--- src/rtl/route_sequencer_if.sv ---
// Handshake/bus bundle between the drive block and route_sequencer.
// master drives commands and junction pulses; slave is the sequencer.
interface route_sequencer_if #(
   parameter int DEPTH = 16
);
   localparam int CW = $clog2(DEPTH) + 1;

   logic          wrEn;
   logic [2:0]    wrDir;
   logic          start;
   logic          clear;
   logic          jncArrive;
   logic          jncDone;
   logic [2:0]    tdDir;
   logic [CW-1:0] count;
   logic          full;
   logic          busy;
   logic          routeDone;
   logic          fault;
   logic          wrErr;

   modport master (
      output wrEn, wrDir, start, clear, jncArrive, jncDone,
      input  tdDir, count, full, busy, routeDone, fault, wrErr
   );

   modport slave (
      input  wrEn, wrDir, start, clear, jncArrive, jncDone,
      output tdDir, count, full, busy, routeDone, fault, wrErr
   );
endinterface

--- src/rtl/route_sequencer.sv ---
// Junction-decision sequencer: replays a stored turn list with a TURN watchdog.
// Define ROUTE_LOOP_EN to replay the route endlessly instead of stopping in DONE.
module route_sequencer #(
   parameter int DEPTH       = 16,
   parameter int TIMEOUT_CYC = 200_000_000
) (
   input logic               clk,
   input logic               rst,
   route_sequencer_if.slave  bus
);
   localparam int AW = $clog2(DEPTH);
   localparam int CW = AW + 1;

   localparam logic [2:0] S_IDLE  = 3'd0;
   localparam logic [2:0] S_WAIT  = 3'd1;
   localparam logic [2:0] S_TURN  = 3'd2;
   localparam logic [2:0] S_DONE  = 3'd3;
   localparam logic [2:0] S_FAULT = 3'd4;

   localparam logic [2:0]  D_STOP   = 3'd0;
   localparam logic [27:0] TMO_LAST = 28'(TIMEOUT_CYC - 1);

   logic [2:0]    r_state;
   logic [2:0]    r_tbl [DEPTH];
   logic [CW-1:0] r_count;
   logic [CW-1:0] r_rdIdx;
   logic [2:0]    r_tdDir;
   logic          r_fault;
   logic          r_wrErr;
   logic [27:0]   r_tmr;

   logic          w_busy;
   logic          w_full;
   logic          w_wrOk;
   logic          w_wrRej;
   logic [2:0]    w_wrDir;
   logic [CW-1:0] w_cntNxt;
   logic [2:0]    w_dir0;
   logic [CW-1:0] w_idxNxt;
   logic [2:0]    w_dirNxt;
   logic [27:0]   w_tmrNxt;

   assign w_busy   = (r_state == S_WAIT) || (r_state == S_TURN);
   assign w_full   = (r_count == CW'(DEPTH));
   assign w_wrOk   = bus.wrEn && !bus.clear && !w_busy && !w_full;
   assign w_wrRej  = bus.wrEn && !bus.clear && (w_busy || w_full);
   assign w_wrDir  = (bus.wrDir > 3'd4) ? D_STOP : bus.wrDir;
   assign w_cntNxt = w_wrOk ? r_count + 1'b1 : r_count;
   // A write landing in the same cycle as start may be entry 0 itself
   assign w_dir0   = (w_wrOk && r_count == '0) ? w_wrDir : r_tbl[0];
   assign w_idxNxt = r_rdIdx + 1'b1;
   assign w_dirNxt = r_tbl[w_idxNxt[AW-1:0]];
   assign w_tmrNxt = (r_tmr == '1) ? r_tmr : r_tmr + 1'b1;

   always_ff @(posedge clk) begin
      if (w_wrOk) begin
         r_tbl[r_count[AW-1:0]] <= w_wrDir;
      end
   end

   always_ff @(posedge clk or posedge rst) begin
      if (rst) begin
         r_state <= S_IDLE;
         r_count <= '0;
         r_rdIdx <= '0;
         r_tdDir <= D_STOP;
         r_fault <= 1'b0;
         r_wrErr <= 1'b0;
         r_tmr   <= '0;
      end else begin
         r_wrErr <= w_wrRej;
         if (bus.clear) begin
            r_state <= S_IDLE;
            r_count <= '0;
            r_rdIdx <= '0;
            r_tdDir <= D_STOP;
            r_fault <= 1'b0;
            r_tmr   <= '0;
         end else begin
            r_count <= w_cntNxt;
            case (r_state)
               S_IDLE, S_DONE: begin
                  if (bus.start) begin
                     r_rdIdx <= '0;
                     if (w_cntNxt != '0) begin
                        r_state <= S_WAIT;
                        r_tdDir <= w_dir0;
                     end else begin
                        r_state <= S_DONE;
                        r_tdDir <= D_STOP;
                     end
                  end
               end
               S_WAIT: begin
                  if (bus.jncArrive) begin
                     r_state <= S_TURN;
                     r_tmr   <= '0;
                  end
               end
               S_TURN: begin
                  if (bus.jncDone) begin
                     if (w_idxNxt == r_count) begin
`ifdef ROUTE_LOOP_EN
                        r_rdIdx <= '0;
                        r_state <= S_WAIT;
                        r_tdDir <= r_tbl[0];
`else
                        r_rdIdx <= w_idxNxt;
                        r_state <= S_DONE;
                        r_tdDir <= D_STOP;
`endif
                     end else begin
                        r_rdIdx <= w_idxNxt;
                        r_state <= S_WAIT;
                        r_tdDir <= w_dirNxt;
                     end
                  end else begin
                     r_tmr <= w_tmrNxt;
                     if (w_tmrNxt == TMO_LAST) begin
                        r_state <= S_FAULT;
                        r_fault <= 1'b1;
                        r_tdDir <= D_STOP;
                     end
                  end
               end
               S_FAULT: begin
                  r_tdDir <= D_STOP;
               end
               default: begin
                  r_state <= S_IDLE;
                  r_tdDir <= D_STOP;
               end
            endcase
         end
      end
   end

   assign bus.tdDir     = r_tdDir;
   assign bus.count     = r_count;
   assign bus.full      = w_full;
   assign bus.busy      = w_busy;
   assign bus.routeDone = (r_state == S_DONE);
   assign bus.fault     = r_fault;
   assign bus.wrErr     = r_wrErr;
endmodule

--- src/flat_wrapper.sv ---
// flat-port wrapper written by rule: the top's interface ports become plain ports
module route_sequencer_flat 
#(
   parameter int DEPTH       = 16,
   parameter int TIMEOUT_CYC = 200_000_000
)
  (clk, rst, bus_wrEn, bus_wrDir, bus_start, bus_clear, bus_jncArrive, bus_jncDone, bus_tdDir, bus_count, bus_full, bus_busy, bus_routeDone, bus_fault, bus_wrErr);
  route_sequencer_if #(.DEPTH(DEPTH)) bus_i ();
  input logic clk;
  input logic rst;
  input wire logic [$bits(bus_i.wrEn)-1:0] bus_wrEn;
  input wire logic [$bits(bus_i.wrDir)-1:0] bus_wrDir;
  input wire logic [$bits(bus_i.start)-1:0] bus_start;
  input wire logic [$bits(bus_i.clear)-1:0] bus_clear;
  input wire logic [$bits(bus_i.jncArrive)-1:0] bus_jncArrive;
  input wire logic [$bits(bus_i.jncDone)-1:0] bus_jncDone;
  output wire logic [$bits(bus_i.tdDir)-1:0] bus_tdDir;
  output wire logic [$bits(bus_i.count)-1:0] bus_count;
  output wire logic [$bits(bus_i.full)-1:0] bus_full;
  output wire logic [$bits(bus_i.busy)-1:0] bus_busy;
  output wire logic [$bits(bus_i.routeDone)-1:0] bus_routeDone;
  output wire logic [$bits(bus_i.fault)-1:0] bus_fault;
  output wire logic [$bits(bus_i.wrErr)-1:0] bus_wrErr;
  assign bus_i.wrEn = bus_wrEn;
  assign bus_i.wrDir = bus_wrDir;
  assign bus_i.start = bus_start;
  assign bus_i.clear = bus_clear;
  assign bus_i.jncArrive = bus_jncArrive;
  assign bus_i.jncDone = bus_jncDone;
  assign bus_tdDir = bus_i.tdDir;
  assign bus_count = bus_i.count;
  assign bus_full = bus_i.full;
  assign bus_busy = bus_i.busy;
  assign bus_routeDone = bus_i.routeDone;
  assign bus_fault = bus_i.fault;
  assign bus_wrErr = bus_i.wrErr;
  route_sequencer #(.DEPTH(DEPTH), .TIMEOUT_CYC(TIMEOUT_CYC)) u_core (.clk(clk), .rst(rst), .bus(bus_i));
endmodule
--- config.mk ---
export PLATFORM = sky130hd
export DESIGN_NAME = route_sequencer_flat
export DESIGN_NICKNAME = d
export VERILOG_FILES = /design/src/rtl/route_sequencer_if.sv /design/src/rtl/route_sequencer.sv /design/src/flat_wrapper.sv
export SDC_FILE = /design/constraint.sdc
export NUM_CORES = 1
export LEC_CHECK = 0
export BUFFER_PORTS_ARGS = -buffer_cell sky130_fd_sc_hd__buf_2
export CAP_MARGIN = 20
export CORE_MARGIN = 2
export CORE_UTILIZATION = 51
export CTS_CLUSTER_SIZE = 16
export DETAILED_ROUTE_END_ITERATION = 8
export MAX_ROUTING_LAYER = met4
export PLACE_DENSITY_LB_ADDON = 0.3
export SYNTH_ARGS = -nofsm -noshare
export SYNTH_HDL_FRONTEND = slang
export SYNTH_SLANG_ARGS = --single-unit
--- constraint.sdc ---
create_clock -name clk -period 3.76 [get_ports clk]
set_clock_uncertainty 0.15 [all_clocks]
set_input_delay 0.564 -clock clk [delete_from_list [all_inputs] [get_ports clk]]
set_output_delay 0.564 -clock clk [all_outputs]
set_load 0.01 [all_outputs]
# Word level (Yosys, flattened, before mapping)
# Memory sizes are Yosys's and may differ from the RTL's.
# Cells that the tools add are included.
classes:
  addsub: 3
  n_lt_le_gt_ge: 1
  eq_ne: 16
  n_mux: 34
  n_reduce_logical: 23
op_table:
  columns: ["operator", "count"]
  rows:
  - ["28-bit 2-to-1 mux", 4]
  - ["28-bit == test (second input constant)", 2]
  - ["28-bit case mux with 2 select lines", 1]
  - ["3-bit 2-to-1 mux", 13]
  - ["28-bit by 1-bit adder with 28-bit output (second input constant)", 1]
  - ["5-bit 2-to-1 mux", 5]
  - ["3-bit != test (second input constant)", 4]
  - ["3-bit case mux with 4 select lines", 1]
  - ["3-bit AND reduction", 4]
  - ["5-bit by 1-bit adder with 5-bit output (second input constant)", 2]
  - ["5-bit case mux with 2 select lines", 1]
  - ["3-bit case mux with 3 select lines", 1]
  - ["3-bit by 2-bit == test with 1-bit output (second input constant)", 2]
  - ["1-bit 2-to-1 mux", 6]
  - ["2-bit != test (second input constant)", 3]
  - ["3-bit nonzero test", 2]
  - ["5-bit == test", 1]
  - ["5-bit == test (second input constant)", 1]
  - ["1-bit logical AND", 5]
  - ["5-bit logical NOT", 1]
  - ["5-bit nonzero test", 1]
  - ["2-bit 2-to-1 mux", 2]
  - ["4-bit != test (second input constant)", 1]
  - ["4-bit AND reduction", 1]
  - ["other kinds (8)", 12]
word_totals:
  reg_bits: 46
  mem_bits_rw: 48
  in_bits: 10
  output_inout_bits: 13
  elab_cells: 85
  mem_count: 1
memory_table:
  columns: ["memory", "words", "width", "read_ports", "rd_ports_with_merged_regs", "wr", "line_no", "text"]
  rows:
  - ["u_core.r_tbl", 16, 3, 2, 0, 1, "route_sequencer.sv:24", "logic [2:0] r_tbl [DEPTH];"]

# Logic depth before layout (Yosys ltp)
# Gate-level depths: netlist (run 1).
logic_depth:
  depth_word: 11
  depth_mapped: 11
  ltp_nobuf: 9

# Least setup slack after synthesis (run 1)
# OpenSTA, ideal clock, no wires.
synth_path:
  kind: "reg-to-reg"
  from: "register u_core.r_count[0] (netlist: u_core.bus.count[0])"
  to: "register u_core.r_tdDir[0] (netlist: u_core.bus.tdDir[0])"
  setup_ns: 0.125
  arrival_ns: 2.590
  required_ns: 3.485
  path_slack_ns: 0.895
  path_stages_with_launch: 12
  path_buffers: 2
  period_less_slack_ns: 2.865
  path_cell_list: "dfrtp_1 clkbuf_1 inv_1 ha_1 nor4bb_1 a211oi_1 clkbuf_1 nor3_1 o21ai_0 a32oi_1 o211a_1 a21oi_1"
synth_via:
  elab_chain_len: 9
  word_cells_on_any_way: 16
  classes_between: "add/sub: 1; eq/ne: 2; mux: 8; reduce/logical: 5"
synth_rtl:
  columns: ["item", "line_no", "text"]
  rows:
  - ["start, declared", "route_sequencer.sv:25", "logic [CW-1:0] r_count;"]
  - ["start signal, assigned", "route_sequencer.sv:80", "r_count <= w_cntNxt;"]
  - ["5-bit == test (*)", "route_sequencer.sv:44", "assign w_full = (r_count == CW'(DEPTH));"]
  - ["named net bus_full", "flat_wrapper.sv:19", "output wire logic [$bits(bus_i.full)-1:0] bus_full;"]
  - ["1-bit logical NOT (*)", "route_sequencer.sv:45", "assign w_wrOk = bus.wrEn && !bus.clear && !w_busy && !w_full;"]
  - ["1-bit logical AND (*)", "route_sequencer.sv:45", null]
  - ["5-bit 2-to-1 mux / 1-bit logical AND (equally long branches)", "route_sequencer.sv:48, route_sequencer.sv:50", null]
  - ["5-bit nonzero test / 3-bit 2-to-1 mux (equally long branches)", "route_sequencer.sv:85, route_sequencer.sv:50", null]
  - ["3-bit 2-to-1 mux (*)", "route_sequencer.sv:85", "if (w_cntNxt != '0) begin"]
  - ["3-bit 2-to-1 mux (*)", "route_sequencer.sv:83", "if (bus.start) begin"]
  - ["3-bit case mux with 3 select lines (*)", "route_sequencer.sv:81", "case (r_state)"]
  - ["3-bit 2-to-1 mux (*)", "route_sequencer.sv:72", "if (bus.clear) begin"]
  - ["end signal, assigned", "route_sequencer.sv:87", "r_tdDir <= w_dir0;"]
  - ["end signal, assigned", "route_sequencer.sv:115", "r_tdDir <= w_dirNxt;"]
  - ["end, declared", "route_sequencer.sv:27", "logic [2:0] r_tdDir;"]
# Mark *: on every way through the listed nets, which the timed path passes. The rest lies on a longest branch. The select of a mux whose other input is x is not followed.
# A chain may end at the register's enable or synchronous reset.

# Final worst setup path (run 1)
layout_path:
  from: "register u_core.r_count[0] (netlist: u_core.bus.count[0])"
  to: "register u_core.r_tdDir[2] (netlist: u_core.bus.tdDir[2])"
layout_via:
  elab_chain_len: 9
  word_cells_on_any_way: 16
  classes_between: "add/sub: 1; eq/ne: 2; mux: 8; reduce/logical: 5"
layout_rtl:
  columns: ["item", "line_no"]
  rows:
  - ["branches (longest 7 deep; another with 5-bit by 1-bit adder with 5-bit output)", null]
  - ["3-bit case mux with 3 select lines (*)", "route_sequencer.sv:81"]
  - ["3-bit 2-to-1 mux (*)", "route_sequencer.sv:72"]
# Every way passes the cells marked *. The select of a mux whose other input is x is not followed.

==> impl_results.md, run 1 <==
* Initial antenna violation count at 0
* Max Fanout on Critical Path at 12
* First-pass GRT wire length at 20690 um
* DIE AREA at about 11000 um^2
* Antenna Violating Nets Remaining at 0
* Top delay family on crit path: compound AO/OA/AOI/OAI gates
* Row Count at 37
* Critical path launch point type: register
* Area grow syn2layout at 9.166%
* CTS max path bufs at 2
* DIE WIDTH at roughly 110 um
* Root Buffer: clkbuf_8
* Synth cell types at 72
* Antenna cells at 0
* Hpwl dp at about 8800 um
* Die height at roughly 110 um
* Max VDD drop at roughly 0.32 mV
* Min Clock Period, post-route at 3.212 ns
* Worst-path cell chain: inv_1 > ha_1 > nor4bb_1 > a211oi_1 > buf_4 > nor3b_1 > o21ai_0 > a32oi_1 > o211a_1 > a21oi_1
* Vias per inst at approximately 6.3
* Largest net degree at the start of global routing at 47
* Combinational share of power at between 20% and 30%
* Vias in the first global route at approximately 4000
* Warnings from Yosys at 0
* Final Hold Vio Count at 0
* Power Dens Cells at between 400 and 500 nW/um^2
* GRT Resource Usage Total at a little under a quarter
* FF+latch count, synth at 94
* CP bufs+invs at 2
* Cell area after synthesis at between 5000 and 6000 um^2
* Routed WL at about 12000 um
* Clock Latency Late Sink at 0.37 ns
* Wire per inst at ~19 um
* Worst setup margin at approximately 0.55 ns
* Layout Nets at between 500 and 600
* Final setup vio count at 0
* Outcome: completed
* Top FF cell, synth: edfxtp_1
* # resized after CTS at 0
* Layout cells sized above 1 at ~17%
* GP Congestion at around 0.96
* Sequential power share at a little under half
* HP Class: register to register
* Critical Path RT at about 3.9 ns
* Slew margin rel. at 44.62%
* Worst-Margin Slew at 0.8282 ns
* Int Pwr at around 1.7 mW
* Ports at 23
* DR vias at slightly above 4000
* Net Count, Synth at 507
* Net switching fraction of the power at about 34%
* Slew Limit Fails at 0
* Core box area at 10230 um^2
* H-tree depth at 3
* Pre-CTS setup slack at between 0.6 and 0.7 ns
* CTS tree: done
* Final worst-path cycle share at a little under nine tenths
* Sink Count at 94
* Slowest cell on crit path: dfrtp_1
* Cells after Synth at 491
* Unrepaired setup endpoints after global routing: no
* Sequential fraction of the synthesis area at roughly 49%
* Psw at ~860 uW
* Post-synth EDFFs at 48
* Setup_tns at 0 ns
* Initial DRC Count at approximately 350
* Clock Pin Slew Worst Setup and Hold Paths at around 0.11 ns
* Buffers on Ports at 22
* Initial core utilization at a little over half
* CP endpoint kind: register
* Peak Freq at 0.3113 GHz
* Arr. time, crit path at around 3.4 ns
* Leakage at 2.185 nW
* Tot Pwr at 2.521 mW
* Kind of critical path: register to register
* Total CTS buffers at 9
* Clock power frac at roughly 28%
* Max-Cap Viols at 0
* Post-CTS Setup Inserts at 0
* Avg Synthesized Cell Area at ~11 um^2
* Post-route DRC at 0
* Drt pass-1 iters at 7
* Worst path max stage delay at 0.52 ns
* Asr flop ratio synth at approximately half
* GRT overflow at 0
-- cell type report --
type	instances	area (um^2)
repair buffers	37	237.7
fillers	854	4419
inverters	15	56.30
flip-flops and latches	94	2592
clock buffers	9	123.9
multi-input cells	352	2552
well taps	136	170.2
clock inverters	7	78.83
-- per-stage QoR --
step	util, %	cells	cell area (um^2)	hold slack [ns]
after floorplan	-	491	5324	0.2945
after global placement	54.53	632	5579	0.3212
after detailed placement	54.53	632	5579	0.3284
after CTS	56.51	648	5782	0.3018
after global routing	56.81	650	5812	0.3826
final	56.81	650	5812	0.3478
-- worst reg2reg max path, cell delays in order (launching register included) --
cell      delay [ns]
dfrtp_1         0.52
inv_1           0.16
ha_1            0.26
nor4bb_1        0.52
a211oi_1        0.11
buf_4           0.21
nor3b_1         0.14
o21ai_0         0.52
a32oi_1         0.21
o211a_1         0.17
a21oi_1         0.16
-- layout by cell type (no fill, tap or decap), types with 6 or more instances in the layout --
| cell | synthesis | routed |
|---|---|---|
| a21oi_1 | 27 | 27 |
| a31oi_1 | 7 | 7 |
| and2_1 | 13 | 13 |
| and3_1 | 11 | 11 |
| buf_2 | 7 | 22 |
| buf_4 | 0 | 13 |
| clkbuf_8 | 0 | 9 |
| dfrtp_1 | 46 | 46 |
| edfxtp_1 | 48 | 48 |
| ha_1 | 6 | 6 |
| inv_1 | 14 | 13 |
| mux4_2 | 15 | 15 |
| nand2_1 | 32 | 32 |
| nand2b_1 | 7 | 7 |
| nand3_1 | 24 | 24 |
| nand4_1 | 8 | 8 |
| nor2_1 | 28 | 28 |
| nor3_1 | 11 | 11 |
| o21ai_0 | 42 | 42 |
| o31ai_1 | 8 | 8 |
| xnor2_1 | 11 | 11 |
| xor2_1 | 8 | 8 |
-- layer usage --
metal,global-route usage [%],share of wire (%)
met2,37.18,49
met4,7.989,1.5
met3,3.801,6.1
met1,32.61,44
met5,-,0
-- what timing repair did --
item | CTS | global route
hold buffers | 0 | 1
endpoints found under the setup margin | 0 | 0
hold endpoints to repair | 0 | 5
-- state kept, by name, indices dropped and copies added (netlist names) --
register / flops
u_core.r_rdIdx: 5
u_core.bus.fault: 1
u_core.bus.tdDir: 3
u_core.bus.wrErr: 1
u_core.r_tmr: 28
u_core.r_state: 3
u_core.bus.count: 5
u_core.r_tbl: 48
-- cell families after synthesis --
kind of cell	count (synthesis)	synth area share [%]
AOI/OAI and AO/OA	137	17.58
xor gates and xnor gates	19	3.126
adders and majority gates	6	1.410
buffers and inverters	45	3.478
DFF	94	48.70
muxes	21	7.544
and+or+nand+nor	169	18.17
-- synth_stat cells (all sizes together), types with 13 or more instances --
cell	n	area [um^2]
o21ai	44	220.2
inv	14	52.55
nand2	32	120.1
and2	13	81.33
clkbuf	22	82.58
nand3	25	130.1
edfxtp	48	1441
dfrtp	46	1151
a21oi	27	135.1
nor2	28	105.1
mux4	15	337.8
-- power by group through the flow --
stage	clock, mW	combinational, mW	sequential, mW
after floorplan	0	0.461	1.19
after global placement	0	0.609	1.22
after detailed placement	0	0.615	1.22
after CTS	0.706	0.619	1.20
after global routing	0.753	0.691	1.21
final	0.697	0.624	1.20
-- final timing paths --
path	startpoint	end	slack, ns	depth (start not counted)
max	u_core.bus.count[0]$_DFF_PP0_	u_core.bus.tdDir[2]$_DFFE_PP0P_	0.55	10
min	u_core.r_tmr[21]$_DFFE_PP0P_	u_core.r_tmr[21]$_DFFE_PP0P_	0.35	1
max reg2reg	u_core.bus.count[0]$_DFF_PP0_	u_core.bus.tdDir[2]$_DFFE_PP0P_	0.55	10
min reg2reg	u_core.r_tmr[21]$_DFFE_PP0P_	u_core.r_tmr[21]$_DFFE_PP0P_	0.35	1
max in group asynchronous	rst	u_core.r_tmr[16]$_DFFE_PP0P_	2.54	4
min in group asynchronous	rst	u_core.r_rdIdx[2]$_DFFE_PP0P_	0.46	3
Note: power is estimated with default switching activity, not from simulation.
==> run 2, diff against run 1 <==
--- a/config.mk
+++ b/config.mk
@@ -7,3 +7,3 @@
 export LEC_CHECK = 0
-export BUFFER_PORTS_ARGS = -buffer_cell sky130_fd_sc_hd__buf_2
+export BUFFER_PORTS_ARGS = -buffer_cell sky130_fd_sc_hd__clkbuf_2
 export CAP_MARGIN = 20
@@ -14,3 +14,3 @@
 export MAX_ROUTING_LAYER = met4
-export PLACE_DENSITY_LB_ADDON = 0.3
+export PLACE_DENSITY_LB_ADDON = 0.25
 export SYNTH_ARGS = -nofsm -noshare
==> constraint.sdc (replaced) <==
create_clock -name clk -period 3.76 [get_ports clk]
set_clock_uncertainty 0.15 [all_clocks]
set_input_delay 0.188 -clock clk [delete_from_list [all_inputs] [get_ports clk]]
set_output_delay 0.188 -clock clk [all_outputs]
set_load 0.01 [all_outputs]
==> run 2 against run 1 <==
  * Core utilization grew 0.27 points
  * Non-clock buffer count up 1
  * Fmax down 1.2%
  * Cell count rose by 0.15%
  * Final area rose by 0.47%
  * Register-to-register slack worse by 0.04 ns
  * Critical endpoint is now u_core.r_state[1]$_DFFE_PP0P_
==> impl_results.md, run 2 (synthesis gave the netlist of run 1 again) <==
* Post-CTS Setup Inserts at 0 (unchanged)
* H-tree depth at 3 (unchanged)
* HP Class: input pin to register (was register to register)
* Setup_tns at 0 ns (unchanged)
* Final Hold Vio Count at 0 (unchanged)
* GP Congestion at 0.9085 (was 0.9614)
* Clock Pin Slew Worst Setup and Hold Paths at 0.09 ns (was 0.11 ns)
* Routed WL at 12380 um (was 12490 um)
* Antenna Violating Nets Remaining at 0 (unchanged)
* Final setup vio count at 0 (unchanged)
* Layout cells sized above 1 at 16.89% (was 16.93%)
* Vias per inst at 6.326 (was 6.346)
* Post-route DRC at 0 (unchanged)
* Hpwl dp at 8849 um (was 8768 um)
* Antenna cells at 0 (unchanged)
* Critical Path RT at 3.86 ns (was 3.91 ns)
* Commonest non-fill, non-tap cell in the layout: edfxtp_1 (unchanged)
* Tot Pwr at 2.548 mW (was 2.521 mW)
* Wire per inst at 19.01 um (was 19.22 um)
* Sink Count at 94 (unchanged)
* GRT Resource Usage Total at 24.19% (was 23.99%)
* CTS max path bufs at 2 (unchanged)
* DIE WIDTH at 106.2 um (unchanged)
* Power Dens Cells at 436.4 nW/um^2 (was 433.7 nW/um^2)
* Die height at 106.2 um (unchanged)
* Max FFs per register at 48 (unchanged)
* Critical path launch point type: register (unchanged)
* Root Buffer: clkbuf_8 (unchanged)
* Layout Nets at 526 (was 525)
* DR vias at 4118 (was 4125)
* Leakage at 2.189 nW (was 2.185 nW)
* Largest net degree at the start of global routing at 47 (unchanged)
* Worst setup margin at 0.5097 ns (was 0.5479 ns)
* Worst-Margin Slew at 0.9711 ns (was 0.8282 ns)
* Area grow syn2layout at 9.683% (was 9.166%)
* Drt pass-1 iters at 4 (was 7)
* Vias in the first global route at 3882 (was 3987)
* Min Clock Period, post-route at 3.250 ns (was 3.212 ns)
* Most frequent cells in the layout: edfxtp_1 (48), dfrtp_1 (46), o21ai_0 (42), nand2_1 (32), nor2_1 (28) (unchanged)
* First-pass GRT wire length at 20520 um (was 20690 um)
* Row Count at 37 (unchanged)
* CTS tree: done (unchanged)
* GRT overflow at 0 (unchanged)
* Max-Cap Viols at 0 (unchanged)
* Max Fanout on Critical Path at 10 (was 12)
* Pre-CTS setup slack at 0.6043 ns (was 0.6116 ns)
* DIE AREA at 11270 um^2 (unchanged)
* Slew margin rel. at 35.13% (was 44.62%)
* Core box area at 10230 um^2 (unchanged)
* Buffers on Ports at 22 (unchanged)
* Outcome: completed (unchanged)
* Peak Freq at 0.3077 GHz (was 0.3113 GHz)
* Slew Limit Fails at 0 (unchanged)
* Arr. time, crit path at 3.35 ns (was 3.36 ns)
* Ports at 23 (unchanged)
* Final worst-path cycle share at 86.45% (was 85.43%)
* Initial core utilization at 52.04% (unchanged)
* Max VDD drop at 0.2761 mV (was 0.3178 mV)
* Initial DRC Count at 321 (was 352)
* Initial antenna violation count at 0 (unchanged)
* Total CTS buffers at 9 (unchanged)
* CP endpoint kind: register (unchanged)
* Clock Latency Late Sink at 0.37 ns (about the same)
* Unrepaired setup endpoints after global routing: no (unchanged)
* Kind of critical path: register to register (unchanged)
* # resized after CTS at 0 (unchanged)
* WHS at 0.04775 ns (was 0.3478 ns)
run 2: area by class of cell:
type                            instances  area [um^2]
Fill cell                             861         4392
Sequential cell                        94         2592
Multi-Input combinational cell        352         2552
Timing Repair Buffer                   38        265.3
Tap cell                              136        170.2
Clock buffer                           10        137.6
Clock inverter                          6        65.06
Inverter                               15        56.30
run 2: worst max-delay path: stages (launching register included):
cell	delay (ns)
dfrtp_1	0.48
ha_1	0.40
and3_1	0.29
nand3_1	0.15
a21oi_1	0.63
nand4_1	0.22
a221oi_2	0.50
nand3_2	0.17
o2bb2ai_1	0.15
run 2: worst paths after layout:
| kind | depth (start not counted) | start | end | slack (ns) |
|---|---|---|---|---|
| setup / recovery | 8 | u_core.r_tmr[0]$_DFFE_PP0P_ | u_core.r_state[1]$_DFFE_PP0P_ | 0.51 |
| hold / removal | 3 | bus_wrEn | u_core.bus.wrErr$_DFF_PP0_ | 0.05 |
| setup reg to reg | 8 | u_core.r_tmr[0]$_DFFE_PP0P_ | u_core.r_state[1]$_DFFE_PP0P_ | 0.51 |
| hold reg to reg | 1 | u_core.r_tmr[21]$_DFFE_PP0P_ | u_core.r_tmr[21]$_DFFE_PP0P_ | 0.34 |
| max in group asynchronous | 4 | rst | u_core.r_tmr[21]$_DFFE_PP0P_ | 2.87 |
| min in group asynchronous | 3 | rst | u_core.bus.count[3]$_DFF_PP0_ | 0.11 |
run 2: routing by layer:
metal / track usage (%) / up-vias / share of wire [%]
met3: 4.721 / 16 / 6.3
li1: - / 1920 / -
met5: - / - / 0
met1: 37.71 / 2045 / 49
met4: 6.579 / 0 / 1.3
met2: 32.19 / 137 / 43
run 2: power breakdown:
| group | leakage (nW) | switching, mW | internal, mW |
|---|---|---|---|
| combinational | 1.01 | 0.367 | 0.275 |
| clock | 0.101 | 0.375 | 0.329 |
| sequential | 1.07 | 0.0729 | 1.13 |
run 2: through the flow:
step	cell area, um^2	instances	util (%)
final	5839	651	57.07
after global routing	5839	651	57.07
after CTS	5792	649	56.61
after detailed placement	5579	632	54.53
after global placement	5579	632	54.53
after floorplan	5324	491	-
run 2: repair_timing:
item / in CTS / in global routing
setup endpoints to repair: 0 / 0
hold buffers: 1 / 0
hold endpoints to repair: 46 / 0
